$ cat src/rtl/huffman_dec_pack_pkg.sv
// Shared types and constants for the Huffman decoder / row packer.
//   MAX_LEN_DEF   default longest code length
//   MAX_LEN_LIMIT widest code the table storage supports
//   LEN_W/CNT_W   widths of a stored code length and of the default bit counter
//   entry_t       one code-table entry {len, code}
package huffman_dec_pack_pkg;

  localparam int unsigned MAX_LEN_DEF   = 8;
  localparam int unsigned MAX_LEN_LIMIT = 16;
  localparam int unsigned LEN_W         = $clog2(MAX_LEN_LIMIT + 1);
  localparam int unsigned CNT_W         = $clog2(MAX_LEN_DEF + 1);

  // Entries are stored at the widest supported size; narrower configs zero-extend.
  typedef struct packed {
    logic [LEN_W-1:0]         len;
    logic [MAX_LEN_LIMIT-1:0] code;
  } entry_t;

  // $clog2 that never yields a zero-width vector.
  function automatic int unsigned clog2_min1(int unsigned v);
    return (v > 1) ? $clog2(v) : 1;
  endfunction

endpackage

$ cat src/rtl/huffman_dec_pack_if.sv
// Bundle of the table-programming, bit-input and row-output handshakes.
//   master: drives cfg_*, in/valid_in, flush, ready_out; observes ready_in, out, out_cnt, valid, err
//   slave : the decoder side of the same signals
interface huffman_dec_pack_if
  import huffman_dec_pack_pkg::*;
#(
  parameter int unsigned BW        = 4,
  parameter int unsigned NUM_WORDS = 8,
  parameter int unsigned MAX_LEN   = MAX_LEN_DEF
);

  localparam int unsigned LW   = $clog2(MAX_LEN + 1);
  localparam int unsigned OC_W = $clog2(NUM_WORDS + 1);

  logic                    cfg_we;
  logic [BW-1:0]           cfg_addr;
  logic [LW-1:0]           cfg_len;
  logic [MAX_LEN-1:0]      cfg_code;
  logic                    in;
  logic                    valid_in;
  logic                    ready_in;
  logic                    flush;
  logic [BW*NUM_WORDS-1:0] out;
  logic [OC_W-1:0]         out_cnt;
  logic                    valid;
  logic                    ready_out;
  logic                    err;

  modport master (
    output cfg_we, cfg_addr, cfg_len, cfg_code, in, valid_in, flush, ready_out,
    input  ready_in, out, out_cnt, valid, err
  );

  modport slave (
    input  cfg_we, cfg_addr, cfg_len, cfg_code, in, valid_in, flush, ready_out,
    output ready_in, out, out_cnt, valid, err
  );

endinterface

$ cat src/rtl/huffman_dec_pack_code_table.sv
// Programmable code table: 2**BW entries, entry i decodes to symbol i.
//   clk, reset              clock, synchronous active-high reset (all entries -> len 0)
//   cfg_we/addr/len/code    write one entry, visible the following cycle
//   bits, nbits             candidate code (right-aligned) and its length
//   hit, symbol             combinational match result; lowest index wins
module huffman_dec_pack_code_table
  import huffman_dec_pack_pkg::*;
#(
  parameter int unsigned BW      = 4,
  parameter int unsigned MAX_LEN = MAX_LEN_DEF,
  localparam int unsigned LW     = $clog2(MAX_LEN + 1)
) (
  input  logic               clk,
  input  logic               reset,
  input  logic               cfg_we,
  input  logic [BW-1:0]      cfg_addr,
  input  logic [LW-1:0]      cfg_len,
  input  logic [MAX_LEN-1:0] cfg_code,
  input  logic [MAX_LEN-1:0] bits,
  input  logic [LW-1:0]      nbits,
  output logic               hit,
  output logic [BW-1:0]      symbol
);

  localparam int unsigned NUM_ENT = 2 ** BW;

  entry_t tbl_q [NUM_ENT];

  always_ff @(posedge clk) begin
    if (reset) begin
      for (int i = 0; i < NUM_ENT; i++) tbl_q[i] <= '0;
    end else if (cfg_we) begin
      tbl_q[cfg_addr].len  <= LEN_W'(cfg_len);
      tbl_q[cfg_addr].code <= MAX_LEN_LIMIT'(cfg_code);
    end
  end

  logic [MAX_LEN_LIMIT-1:0] mask;
  logic [MAX_LEN_LIMIT-1:0] bits_ext;

  // Only the low nbits of a stored code are significant.
  always_comb begin
    mask     = '0;
    bits_ext = MAX_LEN_LIMIT'(bits);
    hit      = 1'b0;
    symbol   = '0;
    for (int j = 0; j < MAX_LEN_LIMIT; j++) mask[j] = (j < int'(nbits));
    // Descending scan so the lowest matching index is the one left standing.
    for (int i = NUM_ENT - 1; i >= 0; i--) begin
      if (tbl_q[i].len == LEN_W'(nbits) && ((tbl_q[i].code ^ bits_ext) & mask) == '0) begin
        hit    = 1'b1;
        symbol = BW'(i);
      end
    end
  end

endmodule

$ cat src/rtl/huffman_dec_pack.sv
// Serial Huffman decoder packing NUM_WORDS symbols per output row.
//   clk, reset  clock, synchronous active-high reset
//   bus         huffman_dec_pack_if.slave: table writes, bit input with valid/ready and flush,
//               row output (out, out_cnt, valid/ready_out) and one-cycle err pulse
module huffman_dec_pack
  import huffman_dec_pack_pkg::*;
#(
  parameter int unsigned BW        = 4,
  parameter int unsigned NUM_WORDS = 8,
  parameter int unsigned MAX_LEN   = MAX_LEN_DEF
) (
  input logic               clk,
  input logic               reset,
  huffman_dec_pack_if.slave bus
);

  localparam int unsigned LW    = $clog2(MAX_LEN + 1);
  localparam int unsigned WC_W  = clog2_min1(NUM_WORDS);
  localparam int unsigned OC_W  = $clog2(NUM_WORDS + 1);
  localparam int unsigned ROW_W = BW * NUM_WORDS;

  logic [MAX_LEN-1:0] acc_q, acc_d;
  logic [LW-1:0]      cnt_q, cnt_d;
  logic [WC_W-1:0]    wc_q, wc_d;
  logic [ROW_W-1:0]   row_q, row_d;
  logic [ROW_W-1:0]   out_q, out_d;
  logic [OC_W-1:0]    out_cnt_q, out_cnt_d;
  logic               valid_q, valid_d;
  logic               err_q, err_d;

  logic [MAX_LEN-1:0] bits;
  logic [LW-1:0]      nbits;
  logic               hit;
  logic [BW-1:0]      symbol;
  logic               last_slot;
  logic               ready_in;
  logic               accept;
  logic               flush_fire;
  logic               completed;

  assign bits      = (acc_q << 1) | MAX_LEN'(bus.in);
  assign nbits     = cnt_q + 1'b1;
  assign last_slot = (wc_q == WC_W'(NUM_WORDS - 1));
  // Stall only when the next symbol could complete a row while the previous one is unconsumed.
  assign ready_in   = !(valid_q && !bus.ready_out && last_slot);
  assign accept     = bus.valid_in && ready_in && !bus.cfg_we;
  assign flush_fire = bus.flush && ready_in && !bus.cfg_we;

  huffman_dec_pack_code_table #(
    .BW      (BW),
    .MAX_LEN (MAX_LEN)
  ) u_table (
    .clk      (clk),
    .reset    (reset),
    .cfg_we   (bus.cfg_we),
    .cfg_addr (bus.cfg_addr),
    .cfg_len  (bus.cfg_len),
    .cfg_code (bus.cfg_code),
    .bits     (bits),
    .nbits    (nbits),
    .hit      (hit),
    .symbol   (symbol)
  );

  always_comb begin
    acc_d     = acc_q;
    cnt_d     = cnt_q;
    wc_d      = wc_q;
    row_d     = row_q;
    out_d     = out_q;
    out_cnt_d = out_cnt_q;
    valid_d   = valid_q && !bus.ready_out;
    err_d     = 1'b0;
    completed = 1'b0;
    if (bus.cfg_we) begin
      // Soft restart; a pending output row survives.
      acc_d = '0;
      cnt_d = '0;
      wc_d  = '0;
      row_d = '0;
    end else begin
      if (accept) begin
        if (hit) begin
          row_d[wc_q*BW +: BW] = symbol;
          acc_d = '0;
          cnt_d = '0;
          if (last_slot) begin
            out_d     = row_d;
            out_cnt_d = OC_W'(NUM_WORDS);
            valid_d   = 1'b1;
            row_d     = '0;
            wc_d      = '0;
            completed = 1'b1;
          end else begin
            wc_d = wc_q + 1'b1;
          end
        end else if (nbits == LW'(MAX_LEN)) begin
          err_d = 1'b1;
          acc_d = '0;
          cnt_d = '0;
        end else begin
          acc_d = bits;
          cnt_d = nbits;
        end
      end
      // Flush sees the row after this cycle's bit has been decoded.
      if (flush_fire && !completed) begin
        acc_d = '0;
        cnt_d = '0;
        if (wc_d != '0) begin
          out_d     = row_d;
          out_cnt_d = OC_W'(wc_d);
          valid_d   = 1'b1;
          row_d     = '0;
          wc_d      = '0;
        end
      end
    end
  end

  always_ff @(posedge clk) begin
    if (reset) begin
      acc_q     <= '0;
      cnt_q     <= '0;
      wc_q      <= '0;
      row_q     <= '0;
      out_q     <= '0;
      out_cnt_q <= '0;
      valid_q   <= 1'b0;
      err_q     <= 1'b0;
    end else begin
      acc_q     <= acc_d;
      cnt_q     <= cnt_d;
      wc_q      <= wc_d;
      row_q     <= row_d;
      out_q     <= out_d;
      out_cnt_q <= out_cnt_d;
      valid_q   <= valid_d;
      err_q     <= err_d;
    end
  end

  assign bus.ready_in = ready_in;
  assign bus.out      = out_q;
  assign bus.out_cnt  = out_cnt_q;
  assign bus.valid    = valid_q;
  assign bus.err      = err_q;

endmodule

$ cat src/flat_wrapper.sv
// flat-port wrapper written by rule: the top's interface ports become plain ports
module huffman_dec_pack_flat import huffman_dec_pack_pkg::*;
#(
  parameter int unsigned BW        = 4,
  parameter int unsigned NUM_WORDS = 8,
  parameter int unsigned MAX_LEN   = MAX_LEN_DEF
)
  (clk, reset, bus_cfg_we, bus_cfg_addr, bus_cfg_len, bus_cfg_code, bus_in, bus_valid_in, bus_flush, bus_ready_out, bus_ready_in, bus_out, bus_out_cnt, bus_valid, bus_err);
  huffman_dec_pack_if #(.BW(BW), .NUM_WORDS(NUM_WORDS), .MAX_LEN(MAX_LEN)) bus_i ();
  input logic clk;
  input logic reset;
  input wire logic [$bits(bus_i.cfg_we)-1:0] bus_cfg_we;
  input wire logic [$bits(bus_i.cfg_addr)-1:0] bus_cfg_addr;
  input wire logic [$bits(bus_i.cfg_len)-1:0] bus_cfg_len;
  input wire logic [$bits(bus_i.cfg_code)-1:0] bus_cfg_code;
  input wire logic [$bits(bus_i.in)-1:0] bus_in;
  input wire logic [$bits(bus_i.valid_in)-1:0] bus_valid_in;
  input wire logic [$bits(bus_i.flush)-1:0] bus_flush;
  input wire logic [$bits(bus_i.ready_out)-1:0] bus_ready_out;
  output wire logic [$bits(bus_i.ready_in)-1:0] bus_ready_in;
  output wire logic [$bits(bus_i.out)-1:0] bus_out;
  output wire logic [$bits(bus_i.out_cnt)-1:0] bus_out_cnt;
  output wire logic [$bits(bus_i.valid)-1:0] bus_valid;
  output wire logic [$bits(bus_i.err)-1:0] bus_err;
  assign bus_i.cfg_we = bus_cfg_we;
  assign bus_i.cfg_addr = bus_cfg_addr;
  assign bus_i.cfg_len = bus_cfg_len;
  assign bus_i.cfg_code = bus_cfg_code;
  assign bus_i.in = bus_in;
  assign bus_i.valid_in = bus_valid_in;
  assign bus_i.flush = bus_flush;
  assign bus_i.ready_out = bus_ready_out;
  assign bus_ready_in = bus_i.ready_in;
  assign bus_out = bus_i.out;
  assign bus_out_cnt = bus_i.out_cnt;
  assign bus_valid = bus_i.valid;
  assign bus_err = bus_i.err;
  huffman_dec_pack #(.BW(BW), .NUM_WORDS(NUM_WORDS), .MAX_LEN(MAX_LEN)) u_core (.clk(clk), .reset(reset), .bus(bus_i));
endmodule
$ cat config.mk
export PLATFORM = sky130hd
export DESIGN_NAME = huffman_dec_pack_flat
export DESIGN_NICKNAME = d
export VERILOG_FILES = /design/src/rtl/huffman_dec_pack_pkg.sv /design/src/rtl/huffman_dec_pack_if.sv /design/src/rtl/huffman_dec_pack_code_table.sv /design/src/rtl/huffman_dec_pack.sv /design/src/flat_wrapper.sv
export SDC_FILE = /design/constraint.sdc
export NUM_CORES = 1
export LEC_CHECK = 0
export ABC_CLOCK_PERIOD_IN_PS = 10200
export BUFFER_PORTS_ARGS = -buffer_cell sky130_fd_sc_hd__buf_2
export CAP_MARGIN = 20
export CORE_ASPECT_RATIO = 0.9
export CORE_MARGIN = 1
export CORE_UTILIZATION = 67
export CTS_CLUSTER_DIAMETER = 50
export CTS_CLUSTER_SIZE = 30
export DETAILED_ROUTE_END_ITERATION = 6
export PLACE_DENSITY = 0.9
export SLEW_MARGIN = 40
export SYNTH_ARGS = -nofsm -noshare
export SYNTH_HDL_FRONTEND = slang
export SYNTH_SLANG_ARGS = --single-unit
export TNS_END_PERCENT = 10
$ cat constraint.sdc
create_clock -name clk -period 10.2 [get_ports clk]
set_input_delay 1.53 -clock clk [delete_from_list [all_inputs] [get_ports clk]]
set_output_delay 1.53 -clock clk [all_outputs]
set_load 0.02 [all_outputs]
==> metrics.cfg <==
[placed_design]
portBuffers = 61
dpl-instance-area_sq_um = 15000
place_hpwl_um = 24700
routabilityCongestion = 0.977

[logic_synthesis]
synth_warnings = 0
synth-edff-count = 192
postSynthNetCount = 1367
synth_cell_types = 83
synth_area_leader_cell = edfxtp_1
synthTopCellsByArea = edfxtp_1 40%, dfxtp_1 12%, and2_1 8.6%, xor2_1 6.2%, xnor2_1 4.2%
postSynthCellCount = 1335
avgSynthCellArea_sq_um = 10.9
ys_seq_area_share_pct = 51.1
netlist_area_sq_um = 14600
ys_ff_latch = 276
yosysTopAreaCellShare_pct = 39.6
ys.flop_type = edfxtp_1
async_flop_share_pct = 0

[setup_path]
rrSetupSlack_ns = 4.18
critPathKind = flip-flop to flip-flop
r2r-end = u_core.bus.out[17]$_SDFFE_PP0N_
endpoint_kind = flip-flop
start_kind = flip-flop
startpoint = u_core.cnt_q[0]$_SDFFE_PP0P_
reg2reg_from = u_core.cnt_q[0]$_SDFFE_PP0P_
arrival_ns = 6.45
cp.required_ns = 10.62
crit_fanout = 33
endpoint = u_core.bus.out[17]$_SDFFE_PP0N_
reg2reg_depth = 15

[floorplan]
fp.dieArea_sq_um = 22300
dieHeight_um = 142
rows = 50
boundaryPins = 62
start_util_pct = 69.1
core-area_sq_um = 21100
die_x_um = 157

[final_layout]
post-route-util_pct = 75.4
layout_common_cells = 200 x and2_1, 192 x edfxtp_1, 104 x xor2_1
design_area_sq_um = 15900
final_nets = 1390
antenna_cells = 0
syn2layout_area_growth_pct = 9.08
layout_commonest_cell = and2_1
drive_above_1_share_pct = 13.5

[cts]
cts.sinks = 276
clockBufferDepth = 3
clkTransAtPathRegs_ns = 0.07
hold_buffers = 0
clkLatencyLatePin_ns = 0.55
ctsHtreeMaxLevel = 1
cts_tree = built
cts_root_buffer = clkbuf_16
cts_made_buffers = 27
post_cts_buffers = 0
cts_resized = 0

[run]
maxCapViolations = 0

[sta]
slew_headroom_pct = 45.9
finClkSkew_ns = 0.0298
finalMaxSlewViolations = 0
tns_ns = 0
min_period_ns = 6.02
finalSetupViolCount = 0
fin_crit_sh_pct = 59.1
worstMarginPinSlew_ns = 0.806
final_hold_viol_count = 0
timing.hold.ws_ns = 0.479
rsz0062_at_grt = no
max_freq_ghz = 0.166

[drt]
post_drt_via_cell_ratio = 6.79
drt_wl_total_um = 39800
dr.first_iter.drc_count = 1742
dr.pass1.iters = 6
drc = 0
num_vias = 11305
antenna_left = 0
post_drt_wl_per_cell_um = 23.9

[run_status]
outcome = finished clean

[min_path]
min_path_cells = 2
hold_path_class = flip-flop to flip-flop

[power_and_ir_drop]
leakagePower_uw = 0.00578
power_uw = 2440
worst_ir_drop_vdd_v = 0.000165
p_per_area_nw_per_um2 = 154

[global_routing]
grt_overflow_total = 0
grt_start_max_net_pins = 45
first_global_vias = 10678
antenna_found_initial = 1
grt_pass1_wl_um = 60100
grt_usage_pct = 36.0

## cell type report
class | count | area, sq um
timing repair buffer | 85 | 485
clock inverter | 20 | 198
fill | 1369 | 5180
inverter | 14 | 52.6
multi-input combinational | 954 | 6670
sequential | 276 | 7450
clock buffer | 29 | 683
tap | 286 | 358
## cells in the mapped netlist (all sizes together), types with 23 or more instances
master and count:
a221oi 29, a22oi 47, and2 201, buf 40, clkbuf 51, dfxtp 84, edfxtp 192, nand2 48
nand3 23, nand4 23, nor2 96, nor3 25, o21ai 30, xnor2 70, xor2 105
## where the power goes
part,internal (uW),switching (uW)
sequential,1240,24.4
clock,511,481
combinational,60.6,125
## stage by stage
stage / instances / worst slack [ns]
2_1_floorplan: 1335 / 5.65
3_3_place_gp: 1615 / 3.83
3_5_place_dp: 1615 / 4.41
4_1_cts: 1664 / 4.36
5_1_grt: 1664 / 4.02
6_report: 1664 / 4.18
## cell families (layout without fill, tap and decap cells)
group | count (synthesis) | count (layout) | share of synthesized area, %
AND/OR/NAND/NOR | 511 | 511 | 20.1
flip-flops | 276 | 276 | 51.1
AO/OA/AOI/OAI | 254 | 254 | 13.7
XOR/XNOR | 175 | 175 | 10.6
buffers and inverters | 105 | 148 | 3.43
adder cells (fa/ha/maj) | 9 | 9 | 0.773
multiplexers | 5 | 5 | 0.361
## worst max-delay path, stage by stage (launching register included)
cell,delay (ns)
dfxtp_1,0.32
buf_4,0.42
inv_1,0.14
ha_1,0.35
buf_4,0.27
nor2b_1,0.16
o21a_1,0.13
or3_1,0.63
a22oi_1,0.25
and4_1,0.28
or3_1,0.44
nor4_4,0.42
nand2b_4,0.48
o41a_2,0.54
nand2_2,0.54
o311ai_0,0.49
## flip-flops by register name, indices dropped and copies added (netlist names), 3 cells and up
register,cells
u_core.cnt_q,4
u_core.acc_q,7
u_core.bus.out_cnt,4
u_core.row_q,32
u_core.wc_q,3
u_core.bus.out,32
u_core.u_table.tbl_q,192
## worst min path at each step
stage	from	endpoint	slack, ns
2_1_floorplan	u_core.row_q[0]$_SDFF_PP0_	u_core.row_q[0]$_SDFF_PP0_	0.46
3_3_place_gp	u_core.bus.out_cnt[3]$_SDFFE_PP0N_	u_core.bus.out_cnt[3]$_SDFFE_PP0N_	0.45
3_5_place_dp	u_core.bus.out_cnt[3]$_SDFFE_PP0N_	u_core.bus.out_cnt[3]$_SDFFE_PP0N_	0.46
4_1_cts	u_core.bus.out_cnt[3]$_SDFFE_PP0N_	u_core.bus.out_cnt[3]$_SDFFE_PP0N_	0.48
5_1_grt	u_core.bus.out[8]$_SDFFE_PP0N_	u_core.bus.out[8]$_SDFFE_PP0N_	0.51
6_report	u_core.bus.out_cnt[3]$_SDFFE_PP0N_	u_core.bus.out_cnt[3]$_SDFFE_PP0N_	0.48
## per-layer routing
| metal | part of all wire, % | vias up | global-route usage [%] |
|---|---|---|---|
| met3 | 12 | 185 | 7.57 |
| met2 | 47 | 805 | 58.0 |
| li1 | - | 4913 | - |
| met4 | 4.9 | 0 | 17.8 |
| met5 | 0 | - | 0 |
| met1 | 37 | 5402 | 46.3 |
(Power assumes the default switching activity.)
